--- src/rtl/sdram_access_scheduler.sv ---
// Access scheduler between two user request ports and the SDRAM command engine.
// Round-robin user arbitration, timer-driven auto-refresh with priority, one operation in flight.
module sdram_access_scheduler #(
    parameter int clock_frequency     = 100_000_000,
    parameter int refresh_interval_ns = 7_812,
    parameter int max_postponed       = 8,
    parameter int addr_width          = 24
) (
    input  logic                  clock,
    input  logic                  reset,
    input  logic                  initiated,
    input  logic                  req0_valid,
    input  logic                  req0_write,
    input  logic [addr_width-1:0] req0_addr,
    output logic                  req0_ready,
    input  logic                  req1_valid,
    input  logic                  req1_write,
    input  logic [addr_width-1:0] req1_addr,
    output logic                  req1_ready,
    output logic                  cmd_valid,
    output logic [1:0]            cmd_type,
    output logic [addr_width-1:0] cmd_addr,
    output logic                  cmd_source,
    input  logic                  cmd_ready,
    input  logic                  cmd_done,
    output logic [3:0]            refresh_pending,
    output logic                  refresh_overdue
);

    localparam int NS_PER_CLK     = 1_000_000_000 / clock_frequency;
    localparam int REFRESH_CYCLES = refresh_interval_ns / NS_PER_CLK;
    localparam int TIMER_W        = $clog2(REFRESH_CYCLES);

    localparam logic [1:0] CMD_READ    = 2'b00;
    localparam logic [1:0] CMD_REFRESH = 2'b10;
    localparam logic [3:0] PEND_MAX    = 4'(max_postponed);
    localparam logic [3:0] PEND_SAT    = 4'(max_postponed - 1);
    localparam logic [TIMER_W-1:0] TIMER_LAST = TIMER_W'(REFRESH_CYCLES - 1);

    typedef enum logic [1:0] {
        S_IDLE,
        S_ISSUE,
        S_BUSY
    } state_t;

    state_t                state_q, state_d;
    logic [1:0]            type_q, type_d;
    logic [addr_width-1:0] addr_q, addr_d;
    logic                  src_q, src_d;
    logic                  last_q, last_d;
    logic [TIMER_W-1:0]    timer_q, timer_d;
    logic [3:0]            pend_q, pend_d;
    logic                  ovd_q, ovd_d;

    logic tick;
    logic refresh_due;
    logic refresh_hs;
    logic grant1;

    assign tick        = initiated && (timer_q == TIMER_LAST);
    // A tick in the IDLE cycle itself already outranks user traffic.
    assign refresh_due = (pend_q != 4'd0) || tick;
    assign refresh_hs  = (state_q == S_ISSUE) && cmd_ready && (type_q == CMD_REFRESH);

    always_comb begin
        timer_d = timer_q;
        pend_d  = pend_q;
        ovd_d   = ovd_q;
        if (!initiated) begin
            timer_d = '0;
            pend_d  = 4'd0;
        end else begin
            timer_d = tick ? '0 : timer_q + 1'b1;
            if (tick && !refresh_hs) begin
                if (pend_q >= PEND_SAT) begin
                    pend_d = PEND_MAX;
                    ovd_d  = 1'b1;
                end else begin
                    pend_d = pend_q + 4'd1;
                end
            end else if (refresh_hs && !tick && (pend_q != 4'd0)) begin
                pend_d = pend_q - 4'd1;
            end
        end
    end

    always_comb begin
        state_d    = state_q;
        type_d     = type_q;
        addr_d     = addr_q;
        src_d      = src_q;
        last_d     = last_q;
        req0_ready = 1'b0;
        req1_ready = 1'b0;
        grant1     = req1_valid && (!req0_valid || !last_q);
        case (state_q)
            S_IDLE: begin
                if (initiated && !reset) begin
                    if (refresh_due) begin
                        type_d  = CMD_REFRESH;
                        addr_d  = '0;
                        src_d   = 1'b0;
                        state_d = S_ISSUE;
                    end else if (grant1) begin
                        req1_ready = 1'b1;
                        type_d     = {1'b0, req1_write};
                        addr_d     = req1_addr;
                        src_d      = 1'b1;
                        last_d     = 1'b1;
                        state_d    = S_ISSUE;
                    end else if (req0_valid) begin
                        req0_ready = 1'b1;
                        type_d     = {1'b0, req0_write};
                        addr_d     = req0_addr;
                        src_d      = 1'b0;
                        last_d     = 1'b0;
                        state_d    = S_ISSUE;
                    end
                end
            end
            S_ISSUE: begin
                if (cmd_ready) state_d = S_BUSY;
            end
            S_BUSY: begin
                if (cmd_done) state_d = S_IDLE;
            end
            default: state_d = S_IDLE;
        endcase
    end

    always_ff @(posedge clock) begin
        if (reset) begin
            state_q <= S_IDLE;
            type_q  <= CMD_READ;
            addr_q  <= '0;
            src_q   <= 1'b0;
            last_q  <= 1'b1;
            timer_q <= '0;
            pend_q  <= 4'd0;
            ovd_q   <= 1'b0;
        end else begin
            state_q <= state_d;
            type_q  <= type_d;
            addr_q  <= addr_d;
            src_q   <= src_d;
            last_q  <= last_d;
            timer_q <= timer_d;
            pend_q  <= pend_d;
            ovd_q   <= ovd_d;
        end
    end

    assign cmd_valid       = (state_q == S_ISSUE);
    assign cmd_type        = type_q;
    assign cmd_addr        = addr_q;
    assign cmd_source      = src_q;
    assign refresh_pending = pend_q;
    assign refresh_overdue = ovd_q;

endmodule
--- config.mk ---
export PLATFORM = sky130hd
export DESIGN_NAME = sdram_access_scheduler
export DESIGN_NICKNAME = d
export VERILOG_FILES = /design/src/rtl/sdram_access_scheduler.sv
export SDC_FILE = /design/constraint.sdc
export NUM_CORES = 1
export LEC_CHECK = 0
export BUFFER_PORTS_ARGS = -buffer_cell sky130_fd_sc_hd__buf_4
export CORE_ASPECT_RATIO = 0.6
export CORE_MARGIN = 8
export CORE_UTILIZATION = 30
export CTS_CLUSTER_DIAMETER = 60
export DETAILED_ROUTE_END_ITERATION = 8
export HOLD_SLACK_MARGIN = 0.06
export PLACE_DENSITY = 0.62
export SYNTH_ARGS = -nofsm -noshare
export SYNTH_HDL_FRONTEND = slang
export SYNTH_SLANG_ARGS = --single-unit
--- constraint.sdc ---
create_clock -name clock -period 5.2 [get_ports clock]
set_clock_uncertainty 0.2 [all_clocks]
set_input_delay 1.04 -clock clock [delete_from_list [all_inputs] [get_ports clock]]
set_output_delay 1.04 -clock clock [all_outputs]
set_load 0.005 [all_outputs]
## Word-level counts from Yosys, hierarchy flattened

Cells that the tools add are included.

- Bits in registers: 45
- Input bits: 57
- Output and inout bits: 35
- Logic and storage cells: 76

- $add $sub $neg: 3
- Magnitude comparators: 1
- Equal/unequal tests: 8
- Muxes and demuxes: 28
- Bitwise gates (word level): 2
- Reduce and logical (&&, ||, !) cells: 26

Operators with widths:

| operator | number |
|---|---|
| $mux 24 | 3 |
| $mux 2 | 9 |
| $mux 1 | 12 |
| $mux 4 | 3 |
| $add 10x1->10 const B | 1 |
| $eq 10x10->1 const B | 1 |
| $logic_and 1x1->1 | 8 |
| $reduce_and 4->1 | 2 |
| $pmux 2 s3 | 1 |
| $reduce_and 3->1 | 2 |
| $logic_not 1->1 | 5 |
| $add 4x1->4 const B | 1 |
| $eq 2x2->1 const B | 2 |
| $ge 4x3->1 const B | 1 |
| $ne 2x2->1 const B | 2 |
| $ne 4x4->1 const B | 1 |
| $reduce_bool 2->1 | 2 |
| $reduce_bool 4->1 | 1 |
| $sub 4x1->4 const B | 1 |
| $reduce_bool 3->1 | 1 |
| $reduce_or 3->1 | 1 |
| $eq 2x1->1 const B | 1 |
| $logic_not 2->1 | 1 |
| $logic_or 1x1->1 | 2 |
| 3 further kinds | 4 |

## Longest topological paths before layout

Gate-level depths: netlist of the first run.

- Depth after elaboration: 7
- Gate-level depth with buffers: 9
- Depth with buffers taken out: 7

## Worst setup path after synthesis of the first run

OpenSTA, ideal clock, no wires.

- Path kind: input to output
- From: input reset
- To: output req1_ready
- Arrival time: 2.170 ns
- Data required time: 3.960 ns
- Slack: 1.790 ns
- Stages on the path: 5
- Path buffers: 1
- Path through: clkbuf_1 nand2b_1 nor3_1 and3_2 and2_1

- Word-level cells in the longest chain between the ends: 4

Ends and longest elaborated chain:

| item | line | text |
|---|---|---|
| start: declaration | 10 | `input logic reset,` |
| $logic_not 1->1 | 98 | `if (initiated && !reset) begin` |
| $logic_and 1x1->1 | 98 |  |
| $mux 1 | 98 |  |
| $mux 1 | 96 | `case (state_q)` |
| end: declaration | 19 | `output logic req1_ready,` |

No other way between the ends.

## Worst setup path after layout of the first run

Same ends and word-level chain as after synthesis.

==> flow_metrics.tcl, run 1 <==
set metrics [dict create \
    dpl.hpwl_um 4470 \
    clock_latency_ns 0.28 \
    syn_area_mm2 0.00209 \
    gp_congestion 0.828 \
    grt_start_max_net_pins 28 \
    io-pin-count 92 \
    coreArea_mm2 0.00671 \
    yosysTopAreaCellShare_pct 43.2 \
    final_common_cell "buf_4" \
    post-cts-setup-buffer-count 0 \
    p_per_area_mw_per_mm2 259 \
    critPathMaxFanout 9 \
    wire_per_inst_um 14.9 \
    rsz0062_at_grt "false" \
    syn_nets 274 \
    dr.pass1.iters 4 \
    pwr-share-clk_pct 39.3 \
    initial_core_util_pct 31.1 \
    ys.flop_type "dfxtp_1" \
    path_delay_family "simple AND/OR/NAND/NOR gates" \
    place.port_buffers 91 \
    arrival_ns 2.61 \
    setup_slack_ns 1.35 \
    place_area_mm2 0.00285 \
    final_layout_size_suffix_gt1_share_pct 35.5 \
    drtIter0Drc 106 \
    switching_share_pct 22.7 \
    vias 1854 \
    clock-root-buffer "clkbuf_16" \
    cap_violations 0 \
    hold_buffers 0 \
    timing.fmax_mhz 260 \
    max_stage_delay_ns 0.54 \
    crit_path_end_kind "output port" \
    ys_warn_count 0 \
    power.share.combinational_pct 13.5 \
    layout.cells.non_filler 388 \
    cts.clk_slew.worst_paths_ns 0.06 \
    synth_edf_count 0 \
    syn_to_final_growth_pct 43.4 \
    yosysTopAreaCell "dfxtp_1" \
    grt_pass1_wl_um 9300 \
    status "completed" \
    power.total_mw 0.773 \
    ir_drop_v 0.000109 \
    num-nets-final 362 \
    die_y_um 80.6 \
    chipWidth_um 124 \
    synth-async-reset-ratio_pct 0 \
    drc 0 \
    worst-path-buf-inv 2 \
    htreeDepth 2 \
    cts.repair.resized 0 \
    totalWireLength_um 5800 \
    power_leakage_nw 1.27 \
    max_slew.worst_pin.slew_ns 0.936 \
    final_cell_mix "93 x buf_4, 45 x dfxtp_1, 27 x mux2i_1, 25 x o2bb2ai_1, 20 x nor2_1" \
    cts_tree "done" \
    hold_path.class "reg2reg" \
    synth_cell_types 43 \
    hold_violations 0 \
    syn_inst 212 \
    syn_area_per_cell_um2 9.84 \
    grt_pass1_vias 1944 \
    cpMostUsedCell "buf_4" \
    crit_required_ns 3.96 \
    yosys-top-cells-area "dfxtp_1 43%, mux2i_1 13%, o2bb2ai_1 10%" \
    critPathLaunchType "primary input" \
    grtUsageTotal_pct 11.6 \
    antenna_found_initial 0 \
    synth_seq_area_share_pct 43.2 \
    viasPerCell 4.78 \
    synth_seq_cells 45 \
    switching_power_mw 0.176 \
    p_int_mw 0.598 \
    ant_nets 0 \
    worstPathCellList "buf_4 > nand2b_1 > nor3_1 > and3_2 > and2_1 > buf_4" \
    post-route-period-util_pct 74.0 \
    post-route-util_pct 44.6 \
    dp_slack_ns 1.37 \
    fin_area_mm2 0.00299 \
    crit_slowest_cell "nor3_1" \
    diodes 0 \
    cts_inserted_buffers 5 \
    relSlewSlack_pct 37.6 \
    hold_slack_ns 0.259 \
    rows 23 \
    overflow 0 \
    finalSetupTns_ns 0 \
    cts_buffer_depth 2 \
    seqPwrFrac_pct 47.2 \
    setup_viol 0 \
    slew_violations 0 \
    dp_cells 380 \
    clkSinkCount 45 \
    fin_crit_ns 3.85 \
    die_area_mm2 0.00996 \
    critPathKind "in2out" \
]
synth_stat cells, drive strengths merged (4+ instances only):
library cell,n
a21oi,5
and3,4
buf,7
clkbuf,5
dfxtp,45
ha,5
inv,6
mux2i,27
nand2,12
nand3,5
nor2,20
o2bb2ai,25
xor2,5
metal layers:
metal | vias up | track usage [%] | part of all wire (%) | wire (um)
li1 | 947 | - | - | -
met4 | 0 | 2.87 | 0.50 | 29
met3 | 2 | 5.88 | 12 | 680
met5 | - | 0 | 0 | 0
met2 | 86 | 15.1 | 39 | 2240
met1 | 819 | 16.2 | 49 | 2850
final timing paths:
kind / from / end / slack (ns) / cells past startpoint
setup reg to reg: timer_q[5]$_SDFF_PP0_ / cmd_type[0]$_SDFFE_PP0P_ / 2.37 / 5
hold / removal: cmd_source$_SDFFE_PP0P_ / cmd_source$_SDFFE_PP0P_ / 0.26 / 1
setup / recovery: reset / req1_ready / 1.35 / 6
hold reg to reg: cmd_source$_SDFFE_PP0P_ / cmd_source$_SDFFE_PP0P_ / 0.26 / 1
cells by family (layout without fill, tap and decap cells):
| group | Yosys count | after routing | synth area share (%) |
|---|---|---|---|
| XOR/XNOR | 8 | 8 | 3.36 |
| AND/OR/NAND/NOR | 63 | 63 | 16.0 |
| adder cells (fa/ha/maj) | 5 | 5 | 3.00 |
| flip-flops | 45 | 45 | 43.2 |
| buffers and inverters | 18 | 107 | 3.84 |
| multiplexers | 27 | 27 | 13.0 |
| AO/OA/AOI/OAI | 46 | 46 | 17.7 |
area by class of cell:
type                       instances  area [um2]
fill                             674        3710
clock buffer                       7         133
clock inverter                     1        7.51
inverter                           6        22.5
timing repair buffer              93         698
tap                               87         109
multi-input combinational        149        1120
sequential                        45         901
power by group through the flow:
stage | Sequential [mW] | Combinational (mW) | Clock [mW]
after floorplan | 0.372 | 0.0432 | 0
after global placement | 0.372 | 0.106 | 0
after detailed placement | 0.372 | 0.107 | 0
after CTS | 0.365 | 0.106 | 0.314
after global routing | 0.366 | 0.115 | 0.329
final | 0.365 | 0.104 | 0.304
state kept, by name (all words and copies together), names as in the netlist:
name             count
refresh_pending      4
last_q               1
cmd_source           1
cmd_type             2
state_q              2
refresh_overdue      1
timer_q             10
cmd_addr            24
worst reg2reg max path: cells and delay by family (launching register included):
kind / cells / cell delay (ns)
simple gates: 4 / 1.98
compound gates: 1 / 0.17
flops: 1 / 0.34
(Power assumes the default switching activity.)
==> run 2: changes to the inputs <==
Clock period 5.2 ns to 4 ns, I/O delays scaled along.
==> run 2 against run 1 <==
Utilization increased by 0.093 points; via count down 1.0%; sequential power grew 30%.
==> flow_metrics.tcl, run 2 (synthesized netlist as in run 1, its figures left out) <==
set metrics [dict create \
    status "completed" \
    cp.depth 7 \
    max_stage_delay_ns 0.51 \
    fill_cells 645 \
    setup_slack_ns 0.693 \
    coreArea_mm2 0.00671 \
    post-route-util_pct 44.7 \
    r2r-end "cmd_addr[3]$_SDFFE_PP0P_" \
    rr_startpoint "timer_q[5]$_SDFF_PP0_" \
    drc 0 \
    reg2reg_depth 5 \
    grt_start_max_net_pins 27 \
    arrival_ns 2.31 \
    largest_reg_flops 24 \
    crit_path_end_kind "output port" \
    final_cell_mix "93 x buf_4, 45 x dfxtp_1, 27 x mux2i_1, 25 x o2bb2ai_1, 20 x nor2_1" \
    drtIter0Drc 71 \
    crit_slowest_cell "nor3_1" \
    setup_viol 0 \
    finalSetupTns_ns 0 \
    p_per_area_mw_per_mm2 339 \
    multi_input_area_mm2 0.00112 \
    max_slew.worst_pin.slew_ns 0.845 \
    final_common_cell "buf_4" \
    place.port_buffers 91 \
    htreeDepth 2 \
    clock_latency_ns 0.27 \
    post-cts-setup-buffer-count 0 \
    io-pin-count 92 \
    layout.cells.non_filler 387 \
    hold_depth 1 \
    critPathLaunchType "primary input" \
    cts_tree "done" \
    die_y_um 80.6 \
    relSlewSlack_pct 43.7 \
    critPathKind "in2out" \
    die_area_mm2 0.00996 \
    dpl.hpwl_um 4420 \
    clkSinkCount 45 \
    dp_cells 380 \
    vias 1835 \
    clock-root-buffer "clkbuf_16" \
    hold_violations 0 \
    diodes 0 \
    place_area_mm2 0.00285 \
    hold_buffers 0 \
    cts.clk_slew.worst_paths_ns 0.06 \
    wire_per_inst_um 14.5 \
    grt_pass1_wl_um 8770 \
    seq_area_um2 901 \
    syn_to_final_growth_pct 43.7 \
    power_leakage_nw 1.28 \
    ant_nets 0 \
    hold_slack_ns 0.252 \
    path_delay_family "simple AND/OR/NAND/NOR gates" \
    rows 23 \
    cts_buffer_depth 2 \
    gp_congestion 0.759 \
    hold_path.class "reg2reg" \
    final_layout_size_suffix_gt1_share_pct 36.0 \
    cts_inserted_buffers 5 \
    cts.repair.resized 0 \
    slew_violations 0 \
    crit_end "req0_ready" \
    rsz0062_at_grt "false" \
    cap_violations 0 \
    crit_start "reset" \
    timing.fmax_mhz 302 \
    grtUsageTotal_pct 10.9 \
    grt_pass1_vias 1776 \
    num-nets-final 362 \
    dr.pass1.iters 4 \
    chipWidth_um 124 \
    fin_area_mm2 0.00300 \
    fin_crit_ns 3.31 \
    post-route-period-util_pct 82.7 \
    critPathMaxFanout 9 \
    rrSetupSlack_ns 1.25 \
    worst-path-buf-inv 2 \
    totalWireLength_um 5620 \
    cpMostUsedCell "buf_4" \
    crit_required_ns 3.00 \
    antenna_found_initial 0 \
    worstPathCellList "buf_4 > nand2b_1 > nor3_1 > and3_2 > nand2_1 > nor2_1 > buf_4" \
    power.total_mw 1.01 \
    dp_slack_ns 0.675 \
    initial_core_util_pct 31.1 \
    viasPerCell 4.74 \
    overflow 0 \
    ir_drop_v 0.000172 \
]
==> run 2: cell count changes in the layout (fill, tap and decap cells not counted), sizes merged <==
| cell | previous run | this run |
|---|---|---|
| clkbuf | 7 | 6 |
==> run 2: worst reg2reg max path: cells and delay by family (launching register included) <==
kind,cells,cell delay (ns)
AOI/OAI and AO/OA,1,0.17
DFF,1,0.35
and+or+nand+nor,4,1.89
==> run 2: layout make-up <==
cell class,instances,area share [%]
multi-input cells,149,37.4
flip-flops and latches,45,30.1
repair buffers,93,23.3
clock buffers,6,4.63
well taps,87,3.63
inverters,6,0.752
clock inverters,1,0.251
==> run 2: power breakdown <==
part	leakage [nW]	internal [mW]	switching, mW
logic	0.844	0.0804	0.0539
clock network	0.0690	0.245	0.161
registers	0.365	0.464	0.0100
total	1.28	0.790	0.225
==> run 2: how the worst min path moves through the flow <==
stage / start / slack (ns) / end
global route: cmd_source$_SDFFE_PP0P_ / 0.27 / cmd_source$_SDFFE_PP0P_
finish: cmd_source$_SDFFE_PP0P_ / 0.25 / cmd_source$_SDFFE_PP0P_
CTS: cmd_source$_SDFFE_PP0P_ / 0.26 / cmd_source$_SDFFE_PP0P_
floorplan: last_q$_SDFFE_PP1P_ / 0.24 / last_q$_SDFFE_PP1P_
global placement: cmd_source$_SDFFE_PP0P_ / 0.24 / cmd_source$_SDFFE_PP0P_
detailed placement: cmd_source$_SDFFE_PP0P_ / 0.24 / cmd_source$_SDFFE_PP0P_
==> run 2: layer usage <==
| layer | vias up | part of all wire [%] | GRT usage, % |
|---|---|---|---|
| li1 | 952 | - | - |
| met1 | 811 | 50 | 15.0 |
| met2 | 70 | 38 | 14.2 |
| met3 | 2 | 11 | 6.02 |
| met4 | 0 | 0.55 | 2.51 |
| met5 | - | 0 | 0 |
==> run 3: changes to the inputs <==
Settings changed: ABC_AREA from default to 1.
Clock period 4 ns to 2.7 ns, I/O delays scaled along.
==> run 3 against run 2 <==
Non-clock buffer count increased by 4; sequential share of layout area shrank 3.2 points; global-route usage grew 2.6 points; register-to-register slack got worse by 0.43 ns; clock-buffer cell count unchanged; wire length grew 37%; design area is 12% higher; highest routed layer unchanged.
==> flow_metrics.tcl, run 3 <==
set metrics [dict create \
    status "completed" \
    dp_cells 546 \
    grt_start_max_net_pins 30 \
    cts_tree "done" \
    yosys-top-cells-area "dfxtp_1 37%, nand2_1 17%, nand3_1 8.5%" \
    finalSetupTns_ns 0 \
    clock-root-buffer "clkbuf_16" \
    yosysTopAreaCell "dfxtp_1" \
    hold_path.class "reg2reg" \
    worst-path-buf-inv 4 \
    overflow 0 \
    coreArea_mm2 0.00791 \
    cap_violations 0 \
    totalWireLength_um 7690 \
    ys_warn_count 0 \
    wire_per_inst_um 13.9 \
    syn_nets 422 \
    die_y_um 86.1 \
    worstPathCellList "inv_1 > ha_1 > inv_1 > nor2_1 > nand3_1 > nor2_2 > nor2_4 > nand3_1 > inv_1 > buf_4" \
    largest_reg_flops 24 \
    final_common_cell "nand2_1" \
    crit_slowest_cell "dfxtp_1" \
    antenna_found_initial 0 \
    crit_required_ns 1.96 \
    setup_viol 0 \
    yosysTopAreaCellShare_pct 36.6 \
    clkSinkCount 45 \
    setup_slack_ns 0.333 \
    p_per_area_mw_per_mm2 467 \
    p_int_mw 1.17 \
    drtIter0Drc 132 \
    relSlewSlack_pct 72.4 \
    power.share.combinational_pct 15.3 \
    cts_buffer_depth 2 \
    grt_pass1_wl_um 12700 \
    yosys-top-cells-count "109 x nand2_1, 45 x dfxtp_1, 42 x nand3_1, 39 x a21oi_1, 29 x nand4_1" \
    ir_drop_v 0.000383 \
    drc 0 \
    synth_seq_cells 45 \
    num-nets-final 507 \
    hold_violations 0 \
    synth_most_common_cell "nand2_1" \
    cts_inserted_buffers 5 \
    hold_buffers 0 \
    max_stage_delay_ns 0.34 \
    path_delay_family "simple AND/OR/NAND/NOR gates" \
    syn_inst 360 \
    critPathLaunchType "flop" \
    grtUsageTotal_pct 13.5 \
    diodes 0 \
    pwr-share-clk_pct 40.0 \
    arrival_ns 1.63 \
    clock_latency_ns 0.29 \
    initial_core_util_pct 31.1 \
    syn_to_final_growth_pct 36.3 \
    cpMostUsedCell "inv_1" \
    rsz0062_at_grt "false" \
    timing.fmax_mhz 422 \
    synth_seq_area_share_pct 36.6 \
    critPathKind "reg2out" \
    layout.cells.non_filler 554 \
    slew_violations 0 \
    syn_area_per_cell_um2 6.83 \
    max_slew.worst_pin.slew_ns 0.413 \
    post-cts-setup-buffer-count 0 \
    htreeDepth 2 \
    switching_power_mw 0.393 \
    dr.pass1.iters 4 \
    syn_area_mm2 0.00246 \
    post-route-util_pct 42.4 \
    vias 2651 \
    cts.repair.resized 0 \
    io-pin-count 92 \
    gp_congestion 0.826 \
    rrSetupSlack_ns 0.82 \
    final_layout_size_suffix_gt1_share_pct 28.3 \
    ys.flop_type "dfxtp_1" \
    crit_path_end_kind "output port" \
    synth_edf_count 0 \
    seqPwrFrac_pct 44.7 \
    viasPerCell 4.79 \
    die_area_mm2 0.0114 \
    switching_share_pct 25.1 \
    chipWidth_um 133 \
    final_cell_mix "109 x nand2_1, 97 x buf_4, 45 x dfxtp_1, 42 x nand3_1, 39 x a21oi_1" \
    synth_cell_types 28 \
    dpl.hpwl_um 5830 \
    post-route-period-util_pct 87.7 \
    place.port_buffers 91 \
    fin_crit_ns 2.37 \
    grt_pass1_vias 2513 \
    synth-async-reset-ratio_pct 0 \
    dp_slack_ns 0.521 \
    cts.clk_slew.worst_paths_ns 0.07 \
    ant_nets 0 \
    power_leakage_nw 1.55 \
    critPathMaxFanout 4 \
    rows 25 \
]
run 3: cell count changes after synthesis, sizes merged, moves of 8 or more:
| cell | previous run | this run |
|---|---|---|
| a21oi | 5 | 39 |
| buf | 7 | 15 |
| inv | 6 | 28 |
| mux2i | 27 | 0 |
| nand2 | 12 | 114 |
| nand3 | 5 | 45 |
| nand4 | 2 | 29 |
| o2bb2ai | 25 | 0 |
run 3: layer usage:
metal / routed length (um) / global-route usage [%] / part of all wire (%)
met1: 3730 / 18.3 / 48
met5: 0 / 0 / 0
met2: 3270 / 19.9 / 43
met3: 638 / 4.84 / 8.3
met4: 48 / 2.77 / 0.62
run 3: path summary, 6_finish.rpt:
kind              cells past startpoint                           end                            start
setup / recovery                     10                    req1_ready            timer_q[0]$_SDFF_PP0_
hold / removal                        2  refresh_overdue$_SDFFE_PP0P_     refresh_overdue$_SDFFE_PP0P_
setup reg to reg                      7     cmd_addr[11]$_SDFFE_PP0P_  refresh_pending[0]$_SDFFE_PN0P_
hold reg to reg                       2  refresh_overdue$_SDFFE_PP0P_     refresh_overdue$_SDFFE_PP0P_
run 3: tightest hold or removal path, stage by stage, from the launching register on:
cell and delay [ns]:
dfxtp_1 0.31, inv_1 0.04, a21oi_1 0.05
run 3: cell families after synthesis:
logic type | after synthesis | share of synthesized area, %
AND/OR/NAND/NOR | 218 | 42.1
adder cells (fa/ha/maj) | 5 | 2.54
buffers and inverters | 47 | 9.26
XOR/XNOR | 2 | 0.712
flip-flops | 45 | 36.6
AO/OA/AOI/OAI | 43 | 8.75
run 3: layout make-up:
type                    count  area [um2]
clock buffers               6         139
clock inverters             2        13.8
fillers                   835        4560
inverters                  28         105
multi-input cells         268        1330
flip-flops and latches     45         901
well taps                 108         135
repair buffers             97         728
run 3: power groups by stage:
stage	clock network, mW	logic [mW]	registers, mW
final	0.627	0.239	0.700
after floorplan	0	0.122	0.714
after CTS	0.645	0.242	0.700
after detailed placement	0	0.241	0.715
after global routing	0.678	0.268	0.702
after global placement	0	0.238	0.715
run 3: metrics by stage:
step	hold WS, ns	total power [mW]	instance area, um2
2_1_floorplan	0.229	0.835	2460
3_3_place_gp	0.244	0.953	3200
3_5_place_dp	0.244	0.956	3200
4_1_cts	0.254	1.59	3350
5_1_grt	0.288	1.65	3350
6_report	0.249	1.57	3350
